### src/rtl/led_pwm_fader.sv
// led_pwm_fader: per-LED linear PWM fader for the six active-low board LEDs.
// A 6-bit on/off pattern is accepted over valid/ready while idle. Each LED's level then
// steps one count per fade tick toward 0 or full scale until every LED has settled.
// Optional macro LED_GAMMA_EN: square-law duty, (level*level) >> PWM_BITS, instead of linear.
module led_pwm_fader #(
  parameter int unsigned PWM_BITS = 8,
  parameter int unsigned FADE_DIV = 27000
) (
  input  logic       clk,
  input  logic       rst,
  input  logic [5:0] pattern_in,
  input  logic       pattern_valid,
  output logic       pattern_ready,
  output logic [5:0] led_n
);

  localparam int unsigned TickW = (FADE_DIV > 1) ? $clog2(FADE_DIV) : 1;
  localparam logic [PWM_BITS-1:0] LevelMax = {PWM_BITS{1'b1}};
  localparam logic [TickW-1:0] TickLast = TickW'(FADE_DIV - 1);

  typedef enum logic [0:0] {StIdle, StFading} state_e;

  state_e              state_q, state_d;
  logic [5:0]          target_q, target_d;
  logic [PWM_BITS-1:0] level_q [6];
  logic [PWM_BITS-1:0] level_d [6];
  logic [PWM_BITS-1:0] duty    [6];
  logic [PWM_BITS-1:0] pwm_cnt_q;
  logic [TickW-1:0]    tick_cnt_q;
  logic [5:0]          led_n_q, led_n_d;
  logic                step_tick;
  logic                all_settled;

  // Free-running fade prescaler; the tick is its wrap cycle.
  assign step_tick     = (tick_cnt_q == TickLast);
  assign pattern_ready = (state_q == StIdle);
  assign led_n         = led_n_q;

  // Every LED already sits at its goal (registered levels only).
  always_comb begin
    all_settled = 1'b1;
    for (int i = 0; i < 6; i++) begin
      if (level_q[i] != (target_q[i] ? LevelMax : '0)) all_settled = 1'b0;
    end
  end

  // Next state: accept in idle, step levels on ticks while fading.
  always_comb begin
    state_d  = state_q;
    target_d = target_q;
    level_d  = level_q;
    unique case (state_q)
      StIdle: begin
        if (pattern_valid) begin
          target_d = pattern_in;
          state_d  = StFading;
        end
      end
      StFading: begin
        if (all_settled) begin
          state_d = StIdle;
        end else if (step_tick) begin
          for (int i = 0; i < 6; i++) begin
            if (target_q[i] && (level_q[i] != LevelMax)) begin
              level_d[i] = level_q[i] + 1'b1;
            end else if (!target_q[i] && (level_q[i] != '0)) begin
              level_d[i] = level_q[i] - 1'b1;
            end
          end
        end
      end
      default: state_d = StIdle;
    endcase
  end

`ifdef LED_GAMMA_EN
  logic [2*PWM_BITS-1:0] level_sq [6];

  // Square-law duty: full-width product, keep the upper half.
  always_comb begin
    for (int i = 0; i < 6; i++) begin
      level_sq[i] = (2*PWM_BITS)'(level_q[i]) * (2*PWM_BITS)'(level_q[i]);
      duty[i]     = level_sq[i][2*PWM_BITS-1:PWM_BITS];
    end
  end
`else
  // Linear duty.
  always_comb begin
    for (int i = 0; i < 6; i++) begin
      duty[i] = level_q[i];
    end
  end
`endif

  // PWM compare; inverted for the active-low pins.
  always_comb begin
    for (int i = 0; i < 6; i++) begin
      led_n_d[i] = ~(pwm_cnt_q < duty[i]);
    end
  end

  // State, counters and registered LED drive.
  always_ff @(posedge clk or posedge rst) begin
    if (rst) begin
      state_q    <= StIdle;
      target_q   <= '0;
      pwm_cnt_q  <= '0;
      tick_cnt_q <= '0;
      led_n_q    <= '1;
      for (int i = 0; i < 6; i++) level_q[i] <= '0;
    end else begin
      state_q    <= state_d;
      target_q   <= target_d;
      pwm_cnt_q  <= pwm_cnt_q + 1'b1;
      tick_cnt_q <= step_tick ? '0 : tick_cnt_q + 1'b1;
      led_n_q    <= led_n_d;
      for (int i = 0; i < 6; i++) level_q[i] <= level_d[i];
    end
  end

endmodule

### config.mk
export PLATFORM = sky130hd
export DESIGN_NAME = led_pwm_fader
export DESIGN_NICKNAME = d
export VERILOG_FILES = /design/src/rtl/led_pwm_fader.sv
export SDC_FILE = /design/constraint.sdc
export NUM_CORES = 1
export LEC_CHECK = 0
export BUFFER_PORTS_ARGS = -buffer_cell sky130_fd_sc_hd__buf_2
export CORE_ASPECT_RATIO = 1.5
export CORE_MARGIN = 2
export CORE_UTILIZATION = 50
export DETAILED_ROUTE_END_ITERATION = 10
export PLACE_DENSITY_LB_ADDON = 0.1
export SLEW_MARGIN = 10
export SYNTH_ARGS = -nofsm -noshare
export SYNTH_HDL_FRONTEND = slang
export SYNTH_SLANG_ARGS = --single-unit
### constraint.sdc
create_clock -name clk -period 2.6 [get_ports clk]
set_input_delay 0.26 -clock clk [delete_from_list [all_inputs] [get_ports clk]]
set_output_delay 0.26 -clock clk [all_outputs]
set_load 0.005 [all_outputs]
Word-level counts from Yosys, hierarchy flattened:

Cells that the tools add are included.

* add/subtract/negate cells: 14
* order comparisons: 6
* equal/unequal tests: 13
* muxes and demuxes: 28
* bitwise logic cells: 8
* reductions and logical operators: 37

Operators with widths (count)
* 2-to-1 mux 8 bit: 18
* adder 8 x 1 -> 8 bit (second input constant): 7
* < comparator 8 bit: 6
* inequality test 8 bit: 6
* inequality test 8 bit (second input constant): 6
* nonzero test 8 bit: 6
* subtractor 8 x 1 -> 8 bit (second input constant): 6
* AND reduction 4 bit: 6
* adder 15 x 1 -> 15 bit (second input constant): 1
* equality test 15 bit (second input constant): 1
* 2-to-1 mux 15 bit: 1
* logical AND 1 bit: 12
* nonzero test 2 bit: 6
* 2-to-1 mux 1 bit: 8
* NOT 1 bit: 8
* logical NOT 1 bit: 6
* case mux 1 bit (2 select lines): 1
* AND reduction 2 bit: 1

* bits in registers: 84
* bits of input ports: 9
* output and inout bits: 7
* word-level logic and storage cells: 117

Logic depth before layout (Yosys ltp):

Gate-level depths: netlist of the first run.

* depth after elaboration: 10
* depth in mapped cells: 13
* mapped depth without buffers: 12

Least setup slack after synthesis of the first run:

Ideal clock, no wire load.

* path kind: reg-to-reg
* from: register level_q, in the netlist duty[33]
* to: register level_q, in the netlist duty[39]
* library setup time: 0.080 ns
* arrival: 2.563 ns
* required time: 2.520 ns
* path slack: -0.043 ns
* cell stages (with the launch flop): 11
* path buffers: 1
* period minus slack after synthesis: 2.643 ns
* cells stage by stage: dfrtp_1 clkbuf_1 nand3_1 o31ai_1 ha_1 o31ai_1 a21oi_1 o211a_1 a31oi_1 mux2i_1 xnor2_1

* word-level cells in the longest chain between the ends: 8
* elaborated cells between the ends (all ways): 17
* those cells by class: 2 x add/sub; 2 x eq/ne; 7 x mux; 1 x bitwise; 5 x reduce/logical

Ends and longest elaborated chain
* start, declared: line 25 `logic [PWM_BITS-1:0] level_q [6];`
* inequality test 8 bit: line 43 `if (level_q[i] != (target_q[i] ? LevelMax : '0)) all_settled = 1'b0;`
* 2-to-1 mux 1 bit (5 in series): line 43
* NOT 1 bit (no line)
* AND reduction 4 bit (no line)

Parallel ways exist; a longest one is shown, timed or not. The select of a mux whose other input is x is not followed.
A chain may end at the register's enable or synchronous reset.

Worst setup path in the final report of the first run:

* from: register tick_cnt_q[9]
* to: register level_q, in the netlist duty[39]

* word-level cells in the longest chain between the ends: 2

Ends and longest elaborated chain
* start, declared: line 29 `logic [TickW-1:0] tick_cnt_q;`
* start signal, assigned: line 115 `tick_cnt_q <= step_tick ? '0 : tick_cnt_q + 1'b1;`
* equality test 15 bit: line 35 `assign step_tick = (tick_cnt_q == TickLast);`
* AND reduction 4 bit (no line)

No other way between the ends.

==> summary.md, run 1 <==
| Metric | Value |
|---|---|
| Nets in the synthesized netlist | 742 |
| YS warnings | 0 |
| Share of synthesized area spent on multiplexers | 0.0294 |
| Clock-pin transition on the worst setup and hold timing paths | about 70 ps |
| Maximum number of pins on one net before global-route repair | 56 |
| Largest delay share family, worst path | simple AND/OR/NAND/NOR gates |
| Initial Utilization | 0.508 |
| Count of buffers from port buffering | 15 |
| Highest net fanout along the worst path | 9 |
| Register area share after synthesis | 0.349 |
| Post-Syn Instances | ~670 |
| Remaining DRCs | 0 |
| Number of inserted filler cells in the final layout | between 1000 and 1500 |
| CP startpoint kind | register |
| Primary flip-flop cell chosen by synthesis mapping | sky130_fd_sc_hd__dfrtp_1 |
| Relative max-transition margin | 0.602 |
| Crit share post-route | 0.974 |
| Synth Area in XOR/XNOR | 0.0841 |
| Source-to-sink clock delay at the later pin of the worst-skew pair | 340 ps |
| Outcome | completed |
| Max-slew violation total from the final report | 0 |
| Max-capacitance violation count | 0 |
| Gpl congestion | 0.872 |
| Library cell with the highest instance count after synthesis | sky130_fd_sc_hd__dfrtp_1 |
| Worst path bufs/invs | 0 |
| Longest Clk Path Bufs | 2 |
| Overall Global Routing Usage | 0.238 |
| Wire length of the first global-routing pass | 25300 um |
| Mean routed wirelength per cell | about 16 um |
| FP Rows | 49 |
| Category of the most critical setup path | register to register |
| Clk sink count | 84 |
| Commonest cells in the synthesized netlist | 78 x sky130_fd_sc_hd__dfrtp_1, 68 x sky130_fd_sc_hd__ha_1, 61 x sky130_fd_sc_hd__inv_1, 45 x sky130_fd_sc_hd__nand2_1, 44 x sky130_fd_sc_hd__xnor2_1 |
| Slew at the pin with the worst max-slew slack | 591 ps |
| Area inside the core boundary | about 12000 um2 |
| Crit path required time | between 2000 and 3000 ps |
| Number of endpoints failing setup at the final stage | 0 |
| Number of buffers created by CTS | 9 |
| Capturing element type of the critical path | register |
| Fraction of post-synthesis cell area in the top cell type by area | 0.323 |
| Maximum vdd ir drop | 0.383 mV |
| TritonCTS clock tree | built |
| Number of DRC markers in iteration 0 | 251 |
| Placed standard-cell area | 6670 um2 |
| Final worst clock skew | 11.4 ps |
| Post-route worst hold slack | 116 ps |
| Number of placed instances with taps included | 873 |
| Leakage power | between 3 and 4 nW |
| Number of distinct library cells after synthesis | 52 |
| Final cell count without fillers | roughly 900 |
| Level count of the clock H-tree | 3 |
| Worst hold path depth | 3 |
| Power per Cell Area | 578 nW/um2 |
| Number of endpoints with negative hold slack in the final report | 0 |
| Hold Path Class | input pin to register |
| Post-detailed-route count of antenna-violating nets | 0 |
| Fmax | about 0.4 GHz |
| Dominant combinational cell family by area after synthesis | compound AO/OA/AOI/OAI gates |
| Ordered cell list for the critical path | or4_4 > or4_4 > or4_4 > nor2_1 > mux2i_1 > xnor2_1 |
| Most prevalent standard cell on the critical path | sky130_fd_sc_hd__or4_4 |
| CTS Root Buffer Type | sky130_fd_sc_hd__clkbuf_16 |
| Initial antenna violation count | 0 |
| Count of flip-flops with a built-in enable after synthesis | 0 |
| Global route overflow | 0 |
| Adder and majority cell fraction of the synthesized area | 0.144 |
| Core Util, Final | 0.604 |
| Die span in y | between 100 and 150 um |
| Largest cells by area after synthesis | sky130_fd_sc_hd__dfrtp_1 32%, sky130_fd_sc_hd__ha_1 14%, sky130_fd_sc_hd__xnor2_1 6.4%, sky130_fd_sc_hd__inv_1 3.8%, sky130_fd_sc_hd__a21oi_1 3.3% |
| Synth Register Bits | 84 |
| Max stage delay cell, worst path | sky130_fd_sc_hd__or4_4 |
| Vias per cell | slightly below 6 |
| Number of nets in the finished design | 823 |
| Final period demand of the worst path | 2530 ps |
| Simple-gate area share of the yosys netlist | 0.159 |
| Logic depth of the worst setup path including buffers | 6 |
| R2R depth | 6 |
| Die extent in x | 93.7 um |
| Data arrival time of the critical path | roughly 2800 ps |
| Antenna diodes | 0 |
| Synth-to-layout area growth | 19.0% |
| Via count of the first global-routing pass | 5445 |
| Post-Syn Area per Cell | 9.08 um2 |
| Leading area contributor after synthesis | sky130_fd_sc_hd__dfrtp_1 |
| Compound-cell area share of the yosys netlist | 0.183 |
| Number of top-level design ports | 16 |
| Overall via count from detail_route | 5239 |
| Placed wire-length estimate | 11100 um |
| Asr flop ratio synth | 1.00 |
| Cell area after synthesis | 6040 um2 |
| Total wire length | between 10000 and 15000 um |
| Fraction of final layout cells with drive strength greater than 1 | 0.183 |
| Critical path's largest stage delay | between 500 and 600 ps |
| Detailed-router iteration count before antenna repair | 4 |
| Total non-filler cell area in the finished layout | roughly 7200 um2 |
| Die Outline Area | 13000 um2 |
-- worst paths after layout --
kind,end,slack [ps],startpoint
max,duty[39],70,tick_cnt_q[9]
min,target_q[0],120,pattern_in[0]
max reg2reg,duty[39],70,tick_cnt_q[9]
min reg2reg,tick_cnt_q[12],500,tick_cnt_q[12]
max in group asynchronous,led_n[0],1370,rst
min in group asynchronous,duty[35],500,rst
-- routing by layer --
| metal | global-route usage | part of all wire | wire (um) |
|---|---|---|---|
| met1 | 0.279 | 0.41 | 6090 |
| met2 | 0.437 | 0.55 | 8120 |
| met3 | 0.0304 | 0.023 | 343 |
| met4 | 0.0839 | 0.020 | 303 |
| met5 | 0 | 0 | 0 |
-- metrics by stage --
stage                     worst slack [ps]  TNS [ps]  power, mW
after CTS                             13.8         0       4.11
after detailed placement             -42.8     -61.1       2.74
final                                 66.8         0       4.15
after global placement               -9.18     -9.18       2.70
after global routing                 -65.9     -99.3       4.40
after floorplan                       36.3         0       2.31
-- area by class of cell --
class | count | area [um2] | share of cell area
multi-input cells | 503 | 3710 | 0.516
flip-flops and latches | 84 | 2110 | 0.294
repair buffers | 87 | 634 | 0.0883
inverters | 61 | 230 | 0.0321
clock buffers | 10 | 229 | 0.0319
well taps | 153 | 191 | 0.0267
clock inverters | 5 | 78.8 | 0.0110
-- layout by cell type, fill, tap and decap left out, types with 4 or more instances in the layout --
master                      synthesis  routed
sky130_fd_sc_hd__nor3_1            22      20
sky130_fd_sc_hd__inv_1             61      60
sky130_fd_sc_hd__o21ai_0           40      37
sky130_fd_sc_hd__mux2i_1           11      11
sky130_fd_sc_hd__o21bai_1           5       5
sky130_fd_sc_hd__nor4_1             9       9
sky130_fd_sc_hd__nor3b_1            4       4
sky130_fd_sc_hd__dfstp_2            6       6
sky130_fd_sc_hd__buf_4              0      69
sky130_fd_sc_hd__o31ai_1           11       8
sky130_fd_sc_hd__mux2_1             4       4
sky130_fd_sc_hd__clkbuf_16          0       9
sky130_fd_sc_hd__nor2_1            40      38
sky130_fd_sc_hd__o211ai_1           6       6
sky130_fd_sc_hd__nand2b_1           8       8
sky130_fd_sc_hd__xor2_1            14      14
sky130_fd_sc_hd__buf_2              2      15
sky130_fd_sc_hd__a21oi_1           40      40
sky130_fd_sc_hd__nor2b_1            5       5
sky130_fd_sc_hd__nand3_1           16      16
sky130_fd_sc_hd__or3_1              5       5
sky130_fd_sc_hd__dfrtp_1           78      76
sky130_fd_sc_hd__o21a_1            10      10
sky130_fd_sc_hd__a21o_1            18      18
sky130_fd_sc_hd__nand4_1           15      15
sky130_fd_sc_hd__a211o_1            6       6
sky130_fd_sc_hd__o21ai_1            7       8
sky130_fd_sc_hd__ha_1              68      66
sky130_fd_sc_hd__nand2_1           45      45
sky130_fd_sc_hd__xnor2_1           44      44
sky130_fd_sc_hd__or4_4              4       5
sky130_fd_sc_hd__and4_1             5       5
sky130_fd_sc_hd__a31oi_1            7       4
-- state kept, by name, indices dropped and copies added (netlist names) --
signal and cells:
duty 48, tick_cnt_q 15, pwm_cnt_q 8, led_n 6, target_q 6, state_q 1
-- logic make-up after synthesis --
| kind of cell | after synthesis |
|---|---|
| flops | 84 |
| mux | 17 |
| xor+xnor | 58 |
| fa+ha+maj | 70 |
| buf+inv | 78 |
| simple gates | 188 |
| compound gates | 170 |
-- tightest hold or removal path, delay by kind of cell --
| family | cells | cell delay [ps] |
|---|---|---|
| compound gates | 1 | 50 |
| simple gates | 1 | 30 |
| buf+inv | 1 | 70 |
-- timing repair --
action                     4_1_cts  5_1_grt
setup buffers                    0       14
hold endpoints to repair        26        0
hold buffers                     1        0
pin swaps                        1       14
setup endpoints to repair        4       15
resized for setup                2       21
-- power by group --
part / total [mW] / switching, mW / internal (mW)
clock network: 1.36 / 0.523 / 0.835
registers: 1.41 / 0.0478 / 1.36
logic: 1.39 / 0.801 / 0.584
Power figures use the tool's default switching activity.
==> run 2, diff against run 1 <==
--- a/config.mk
+++ b/config.mk
@@ -10,6 +10,7 @@
 export CORE_MARGIN = 2
 export CORE_UTILIZATION = 50
 export DETAILED_ROUTE_END_ITERATION = 10
+export MAX_ROUTING_LAYER = met4
 export PLACE_DENSITY_LB_ADDON = 0.1
 export SLEW_MARGIN = 10
 export SYNTH_ARGS = -nofsm -noshare
==> summary.md, run 2 (same netlist as run 1, synthesis figures left out) <==
| Metric | Value |
|---|---|
| Internal Power | 2.77 mW (-0.26%) |
| Data arrival time of the critical path | 2830 ps (+80 ps) |
| Post-detailed-route count of antenna-violating nets | 0 (unchanged) |
| Number of flip-flops under the largest register name | 48 (unchanged) |
| Clock share of power | 0.331 (+0.004) |
| Placed wire-length estimate | 11300 um (+1.9%) |
| Comb power frac | 0.331 (-0.003) |
| Power per Cell Area | 577 nW/um2 (-0.15%) |
| Unrepaired setup endpoints after global routing | true |
| Relative max-transition margin | 0.547 (-0.0555) |
| Overall via count from detail_route | 5151 (-1.7%) |
| Slew at the pin with the worst max-slew slack | 679 ps (+88.0 ps) |
| Worst setup slack before clock tree synthesis | -7.62 ps (+35.2 ps) |
| Net switching power | 1.38 mW (+0.25%) |
| Post-route worst hold slack | -10.1 ps (-126 ps) |
| Remaining DRCs | 0 (unchanged) |
| Crit path required time | 2840 ps (+20 ps) |
| Vias per cell | 5.70 (-1.7%) |
| Ordered cell list for the critical path | or4_4 > or4_4 > or4_4 > buf_6 > buf_4 > xnor2_2 |
| Worst path bufs/invs | 2 (+2) |
| Overall Global Routing Usage | 0.246 (+0.00740) |
| FP Rows | 49 (unchanged) |
| Capturing element type of the critical path | register |
| Initial Utilization | 0.508 (unchanged) |
| CP startpoint kind | register |
| Hold Path Class | input pin to async pin |
| Reg-to-reg critical path startpoint | tick_cnt_q[9] |
| Max stage delay cell, worst path | sky130_fd_sc_hd__or4_4 |
| Synth-to-layout area growth | 19.0% (about the same) |
| Area inside the core boundary | 11900 um2 (unchanged) |
| Final period demand of the worst path | 2590 ps (+58.8 ps) |
| Highest net fanout along the worst path | 6 (-3) |
| Maximum vdd ir drop | 0.365 mV (-4.6%) |
| Share of total power in sequential cells | 0.338 (about the same) |
| Quantity of hold-fixing buffers added after cts | 0 (-1) |
| Clock-pin transition on the worst setup and hold timing paths | 60 ps (about the same) |
| Critical path's largest stage delay | 610 ps (+30 ps) |
| Clk sink count | 84 (unchanged) |
| Die extent in x | 93.7 um (unchanged) |
| Global route overflow | 0 (unchanged) |
| Die span in y | 139 um (unchanged) |
| Max-slew violation total from the final report | 0 (unchanged) |
| Setup slack, reg-to-reg | 8 ps (-60 ps) |
| Leakage power | 3.28 nW (+0.43%) |
| Detailed-router iteration count before antenna repair | 4 (unchanged) |
| Maximum number of pins on one net before global-route repair | 49 (-13%) |
| Total wire length | 14700 um (-0.73%) |
| Most prevalent standard cell on the critical path | sky130_fd_sc_hd__or4_4 |
| Initial antenna violation count | 0 (unchanged) |
| Final worst slack | 7.98 ps (-58.8 ps) |
| Die Outline Area | 13000 um2 (unchanged) |
| Gpl congestion | 0.904 (+3.8%) |
| CTS Root Buffer Type | sky130_fd_sc_hd__clkbuf_16 |
| Antenna diodes | 0 (unchanged) |
| TritonCTS clock tree | built |
| Count of buffers from port buffering | 15 (unchanged) |
| Fmax | 0.386 GHz (-2.3%) |
| Share of total power consumed by net switching | 0.332 (+0.00112) |
| Number of buffers created by CTS | 9 (unchanged) |
| R2R depth | 6 (unchanged) |
| Number of endpoints failing setup at the final stage | 0 (unchanged) |
| Largest delay share family, worst path | simple AND/OR/NAND/NOR gates |
| Longest Clk Path Bufs | 2 (unchanged) |
| Level count of the clock H-tree | 3 (unchanged) |
| Crit share post-route | 0.997 (+0.0226) |
| Max-capacitance violation count | 0 (unchanged) |
| Category of the most critical setup path | register to register |
| Violated checks | hold timing |
| Mean routed wirelength per cell | 16.3 um (-0.73%) |
| Number of DRC markers in iteration 0 | 223 (-11%) |
| Number of top-level design ports | 16 (unchanged) |
| Final worst clock skew | 5.90 ps (-5.46 ps) |
| Via count of the first global-routing pass | 5265 (-3.3%) |
| Most common cell after layout, fill and taps aside | sky130_fd_sc_hd__dfrtp_1 |
| Source-to-sink clock delay at the later pin of the worst-skew pair | 340 ps (about the same) |
| Outcome | finished with violations |
| Number of nets in the finished design | 822 (-0.12%) |
| Fraction of final layout cells with drive strength greater than 1 | 0.181 (-0.00133) |
| Wire length of the first global-routing pass | 24900 um (-1.4%) |
| Number of endpoints with negative hold slack in the final report | 7 (+7) |
| Reg2Reg Capture Point | duty[32] |
| Commonest cells after routing, fill and taps aside | 76 x sky130_fd_sc_hd__dfrtp_1, 68 x sky130_fd_sc_hd__ha_1, 68 x sky130_fd_sc_hd__buf_4 |
## run 2: changes by cell type in the layout (fill, tap and decap cells not counted), moves of 2 or more
cell | before | now
sky130_fd_sc_hd__o21ai_1 | 8 | 6
sky130_fd_sc_hd__clkinv_2 | 3 | 1
sky130_fd_sc_hd__clkinv_4 | 1 | 3
sky130_fd_sc_hd__o21ai_0 | 37 | 39
sky130_fd_sc_hd__ha_2 | 2 | 0
sky130_fd_sc_hd__clkbuf_8 | 0 | 3
sky130_fd_sc_hd__ha_1 | 66 | 68
## run 2: layout make-up
cell class                      instances  area, um2
Sequential cell                        84       2110
Tap cell                              153        191
Clock inverter                          4       56.3
Clock buffer                           12        267
Fill cell                            1063       4710
Multi-Input combinational cell        503       3700
Inverter                               61        230
Timing Repair Buffer                   86        632
## run 2: worst max path at each step
stage                             start  endpoint  slack [ps]  depth (start not counted)
after global routing      tick_cnt_q[9]  duty[34]         -50                          6
after floorplan           tick_cnt_q[9]  duty[33]          40                          5
after detailed placement  tick_cnt_q[9]  duty[39]          -8                          6
after global placement    tick_cnt_q[9]  duty[39]          30                          6
after CTS                 tick_cnt_q[9]  duty[23]           3                          7
final                     tick_cnt_q[9]  duty[32]           8                          6
## run 2: stage by stage
| stage | instances | total power [mW] | util | instance area [um2] | setup TNS (ps) |
|---|---|---|---|---|---|
| 2_1_floorplan | 665 | 2.31 | - | 6050 | 0 |
| 3_3_place_gp | 878 | 2.71 | 0.564 | 6710 | 0 |
| 3_5_place_dp | 878 | 2.75 | 0.564 | 6710 | -7.62 |
| 4_1_cts | 894 | 4.13 | 0.591 | 7030 | 0 |
| 5_1_grt | 903 | 4.39 | 0.604 | 7190 | -202 |
| 6_report | 903 | 4.15 | 0.604 | 7190 | 0 |
## run 2: power by group through the flow
stage	sequential, mW	clock, mW	combinational (mW)
final	1.40	1.37	1.37
after global routing	1.41	1.45	1.52
after CTS	1.40	1.40	1.33
after detailed placement	1.42	0	1.32
after global placement	1.42	0	1.29
after floorplan	1.41	0	0.903
## run 2: metal layers
metal	vias up	part of all wire	track usage
met3	27	0.020	0.0315
met5	-	0	-
li1	2553	-	-
met4	0	0.027	0.0923
met1	2510	0.41	0.276
met2	61	0.54	0.437
## run 2: what timing repair did
item                       CTS  global route
buffers inserted             0             9
pin swaps                    1             6
gates resized for setup      0            23
hold endpoints to repair     0             0
setup endpoints to repair    1            17
==> run 3, diff against run 2 <==
--- a/config.mk
+++ b/config.mk
@@ -5,10 +5,12 @@
 export SDC_FILE = /design/constraint.sdc
 export NUM_CORES = 1
 export LEC_CHECK = 0
+export ABC_AREA = 1
 export BUFFER_PORTS_ARGS = -buffer_cell sky130_fd_sc_hd__buf_2
 export CORE_ASPECT_RATIO = 1.5
 export CORE_MARGIN = 2
 export CORE_UTILIZATION = 50
+export CTS_CLUSTER_DIAMETER = 120
 export DETAILED_ROUTE_END_ITERATION = 10
 export MAX_ROUTING_LAYER = met4
 export PLACE_DENSITY_LB_ADDON = 0.1
==> summary.md, run 3 <==
| Metric | Value |
|---|---|
| Highest net fanout along the worst path | 10 (+4) |
| Library cell with the highest instance count after synthesis | sky130_fd_sc_hd__nand2_1 |
| Outcome | completed |
| Longest Clk Path Bufs | 2 (unchanged) |
| Antenna diodes | 0 (unchanged) |
| Crit share post-route | 0.816 (-0.181) |
| Total power after layout | 2.61 mW (-37%) |
| Global route overflow | 0 (unchanged) |
| Clock-pin transition on the worst setup and hold timing paths | 60 ps (about the same) |
| Sum of negative setup slack | 0 ps (unchanged) |
| CP startpoint kind | register |
| Number of flip-flops under the largest register name | 48 (unchanged) |
| Category of the most critical setup path | register to register |
| Leading area contributor after synthesis | sky130_fd_sc_hd__dfrtp_1 |
| TritonCTS clock tree | built |
| Largest cells by area after synthesis | sky130_fd_sc_hd__dfrtp_1 30%, sky130_fd_sc_hd__nand2_1 13%, sky130_fd_sc_hd__ha_1 13%, sky130_fd_sc_hd__inv_1 7.9%, sky130_fd_sc_hd__nand3_1 5.0% |
| Capturing element type of the critical path | register |
| Number of inserted filler cells in the final layout | 1207 (+14%) |
| Initial Utilization | 0.516 (+0.00803) |
| YS warnings | 0 (unchanged) |
| Detailed-router iteration count before antenna repair | 4 (unchanged) |
| Core Util, Final | 0.562 (-0.0419) |
| Fraction of final layout cells with drive strength greater than 1 | 0.0693 (-0.112) |
| Synth-to-layout area growth | 9.06% |
| Asr flop ratio synth | 1.00 (unchanged) |
| Final period demand of the worst path | 2120 ps (-470 ps) |
| Wire length of the first global-routing pass | 25200 um (+1.2%) |
| Number of distinct library cells after synthesis | 35 (-33%) |
| Post-Syn Area per Cell | 7.24 um2 (-20%) |
| Number of DRC markers in iteration 0 | 231 (+3.6%) |
| Overall via count from detail_route | 5650 (+9.7%) |
| Total wire length | 14200 um (-3.4%) |
| Cell area after synthesis | 6450 um2 (+6.9%) |
| Relative max-transition margin | 0.548 (+0.000698) |
| CTS Root Buffer Type | sky130_fd_sc_hd__clkbuf_16 |
| Crit path required time | 2880 ps (+40 ps) |
| Vias per cell | 5.24 (-8.2%) |
| Sequential cell area | 2110 um2 (-0.12%) |
| Fraction of post-synthesis cell area in the top cell type by area | 0.303 (-0.0208) |
| Hold Path Class | input pin to register |
| Number of endpoints failing setup at the final stage | 0 (unchanged) |
| Via count of the first global-routing pass | 5643 (+7.2%) |
| Unrepaired setup endpoints after global routing | false |
| Commonest cells in the synthesized netlist | 228 x sky130_fd_sc_hd__nand2_1, 135 x sky130_fd_sc_hd__inv_1, 86 x sky130_fd_sc_hd__nor2_1, 78 x sky130_fd_sc_hd__dfrtp_1, 68 x sky130_fd_sc_hd__ha_1 |
| Leakage power | 3.53 nW (+7.7%) |
| Number of endpoints with negative hold slack in the final report | 0 (-7) |
| Mean routed wirelength per cell | 13.2 um (-19%) |
| Fmax | 0.471 GHz (+22%) |
| FP Rows | 50 (+2.0%) |
| Level count of the clock H-tree | 3 (unchanged) |
| Number of buffers created by CTS | 9 (unchanged) |
| Placed wire-length estimate | 10900 um (-2.9%) |
| Die extent in x | 96.7 um (+3.2%) |
| Register area share after synthesis | 0.327 (-0.0224) |
| Post-Syn Instances | 891 (+34%) |
| Max-slew violation total from the final report | 0 (unchanged) |
| Remaining DRCs | 0 (unchanged) |
| Synth Register Bits | 84 (unchanged) |
| Count of buffers from port buffering | 15 (unchanged) |
| Primary flip-flop cell chosen by synthesis mapping | sky130_fd_sc_hd__dfrtp_1 |
| Maximum vdd ir drop | 0.307 mV (-16%) |
| Max-capacitance violation count | 0 (unchanged) |
| Slew at the pin with the worst max-slew slack | 677 ps (-1.90 ps) |
| Area taken by multi-input logic gates | 3770 um2 (+2.1%) |
| Power per Cell Area | 371 nW/um2 (-36%) |
| Commonest cells after routing, fill and taps aside | 228 x sky130_fd_sc_hd__nand2_1, 134 x sky130_fd_sc_hd__inv_1, 86 x sky130_fd_sc_hd__nor2_1 |
| Maximum number of pins on one net before global-route repair | 58 (+18%) |
| Clk sink count | 84 (unchanged) |
| Nets in the synthesized netlist | 968 (+30%) |
| Area inside the core boundary | 12500 um2 (+5.2%) |
| Gpl congestion | 0.895 (-1.0%) |
| Data arrival time of the critical path | 2410 ps (-420 ps) |
| Overall Global Routing Usage | 0.226 (-0.0198) |
| Initial antenna violation count | 0 (unchanged) |
| Die span in y | 143 um (+3.3%) |
| Die Outline Area | 13800 um2 (+6.6%) |
| Post-detailed-route count of antenna-violating nets | 0 (unchanged) |
| Number of top-level design ports | 16 (unchanged) |
| Number of nets in the finished design | 995 (+21%) |
| Count of flip-flops with a built-in enable after synthesis | 0 (unchanged) |
| Source-to-sink clock delay at the later pin of the worst-skew pair | 340 ps (about the same) |
| Final worst clock skew | 7.58 ps (+1.69 ps) |
| Most common cell after layout, fill and taps aside | sky130_fd_sc_hd__nand2_1 |
-- run 3: what timing repair did --
action	4_1_cts	5_1_grt
buffers inserted	0	0
hold buffers	1	0
hold endpoints to repair	27	0
resized for setup	0	0
-- run 3: worst max-delay path: stages (launching register included) --
cell	delay, ps
sky130_fd_sc_hd__dfrtp_1	450
sky130_fd_sc_hd__nand2_1	80
sky130_fd_sc_hd__nor2_1	110
sky130_fd_sc_hd__nand2_1	70
sky130_fd_sc_hd__nand2_2	180
sky130_fd_sc_hd__nand2_1	90
sky130_fd_sc_hd__o21ai_0	90
sky130_fd_sc_hd__inv_1	70
sky130_fd_sc_hd__ha_1	190
sky130_fd_sc_hd__a21oi_1	260
sky130_fd_sc_hd__nor2_1	100
sky130_fd_sc_hd__nor2_1	120
sky130_fd_sc_hd__xor2_1	160
sky130_fd_sc_hd__nand2_1	60
sky130_fd_sc_hd__nand2_1	50
-- run 3: path summary, 6_finish.rpt --
| kind | end | slack [ps] | from | depth (start not counted) |
|---|---|---|---|---|
| worst min register to register | tick_cnt_q[0] | 460 | tick_cnt_q[0] | 1 |
| max in group asynchronous | led_n[5] | 1390 | rst | 4 |
| worst max-delay path | duty[4] | 480 | duty[2] | 14 |
| worst max register to register | duty[4] | 480 | duty[2] | 14 |
| worst min-delay path | target_q[5] | 160 | pattern_in[5] | 3 |
| min in group asynchronous | duty[22] | 500 | rst | 3 |
-- run 3: metal layers --
metal,track usage,up-vias,part of all wire
li1,-,2948,-
met1,0.253,2606,0.43
met2,0.411,73,0.52
met3,0.0240,23,0.022
met4,0.0897,0,0.021
met5,-,-,0
-- run 3: through the flow --
stage,cell area [um2],instances,hold WS (ps),setup slack (ps)
floorplan,6450,891,419,185
global placement,6740,1062,313,564
detailed placement,6740,1062,330,516
CTS,7040,1079,161,488
global route,7040,1079,190,185
finish,7040,1079,162,478
-- run 3: area by class of cell --
class                           count  area share
Inverter                          144      0.0802
Multi-Input combinational cell    662       0.537
Timing Repair Buffer               17      0.0149
Tap cell                          156      0.0277
Sequential cell                    84       0.300
Clock inverter                      4     0.00711
Clock buffer                       12      0.0336
-- run 3: logic make-up after synthesis --
group                    after synthesis  share of synthesized area
adder cells (fa/ha/maj)               68                      0.132
AND/OR/NAND/NOR                      440                      0.303
buffers and inverters                145                     0.0879
AO/OA/AOI/OAI                        119                      0.103
XOR/XNOR                              35                     0.0475
flip-flops                            84                      0.327
-- run 3: power breakdown --
group | total, mW | switching, mW | internal (mW)
clock network | 1.27 | 0.525 | 0.744
registers | 1.31 | 0 | 1.31
logic | 0.0364 | 0.0279 | 0.00845
total | 2.61 | 0.553 | 2.06
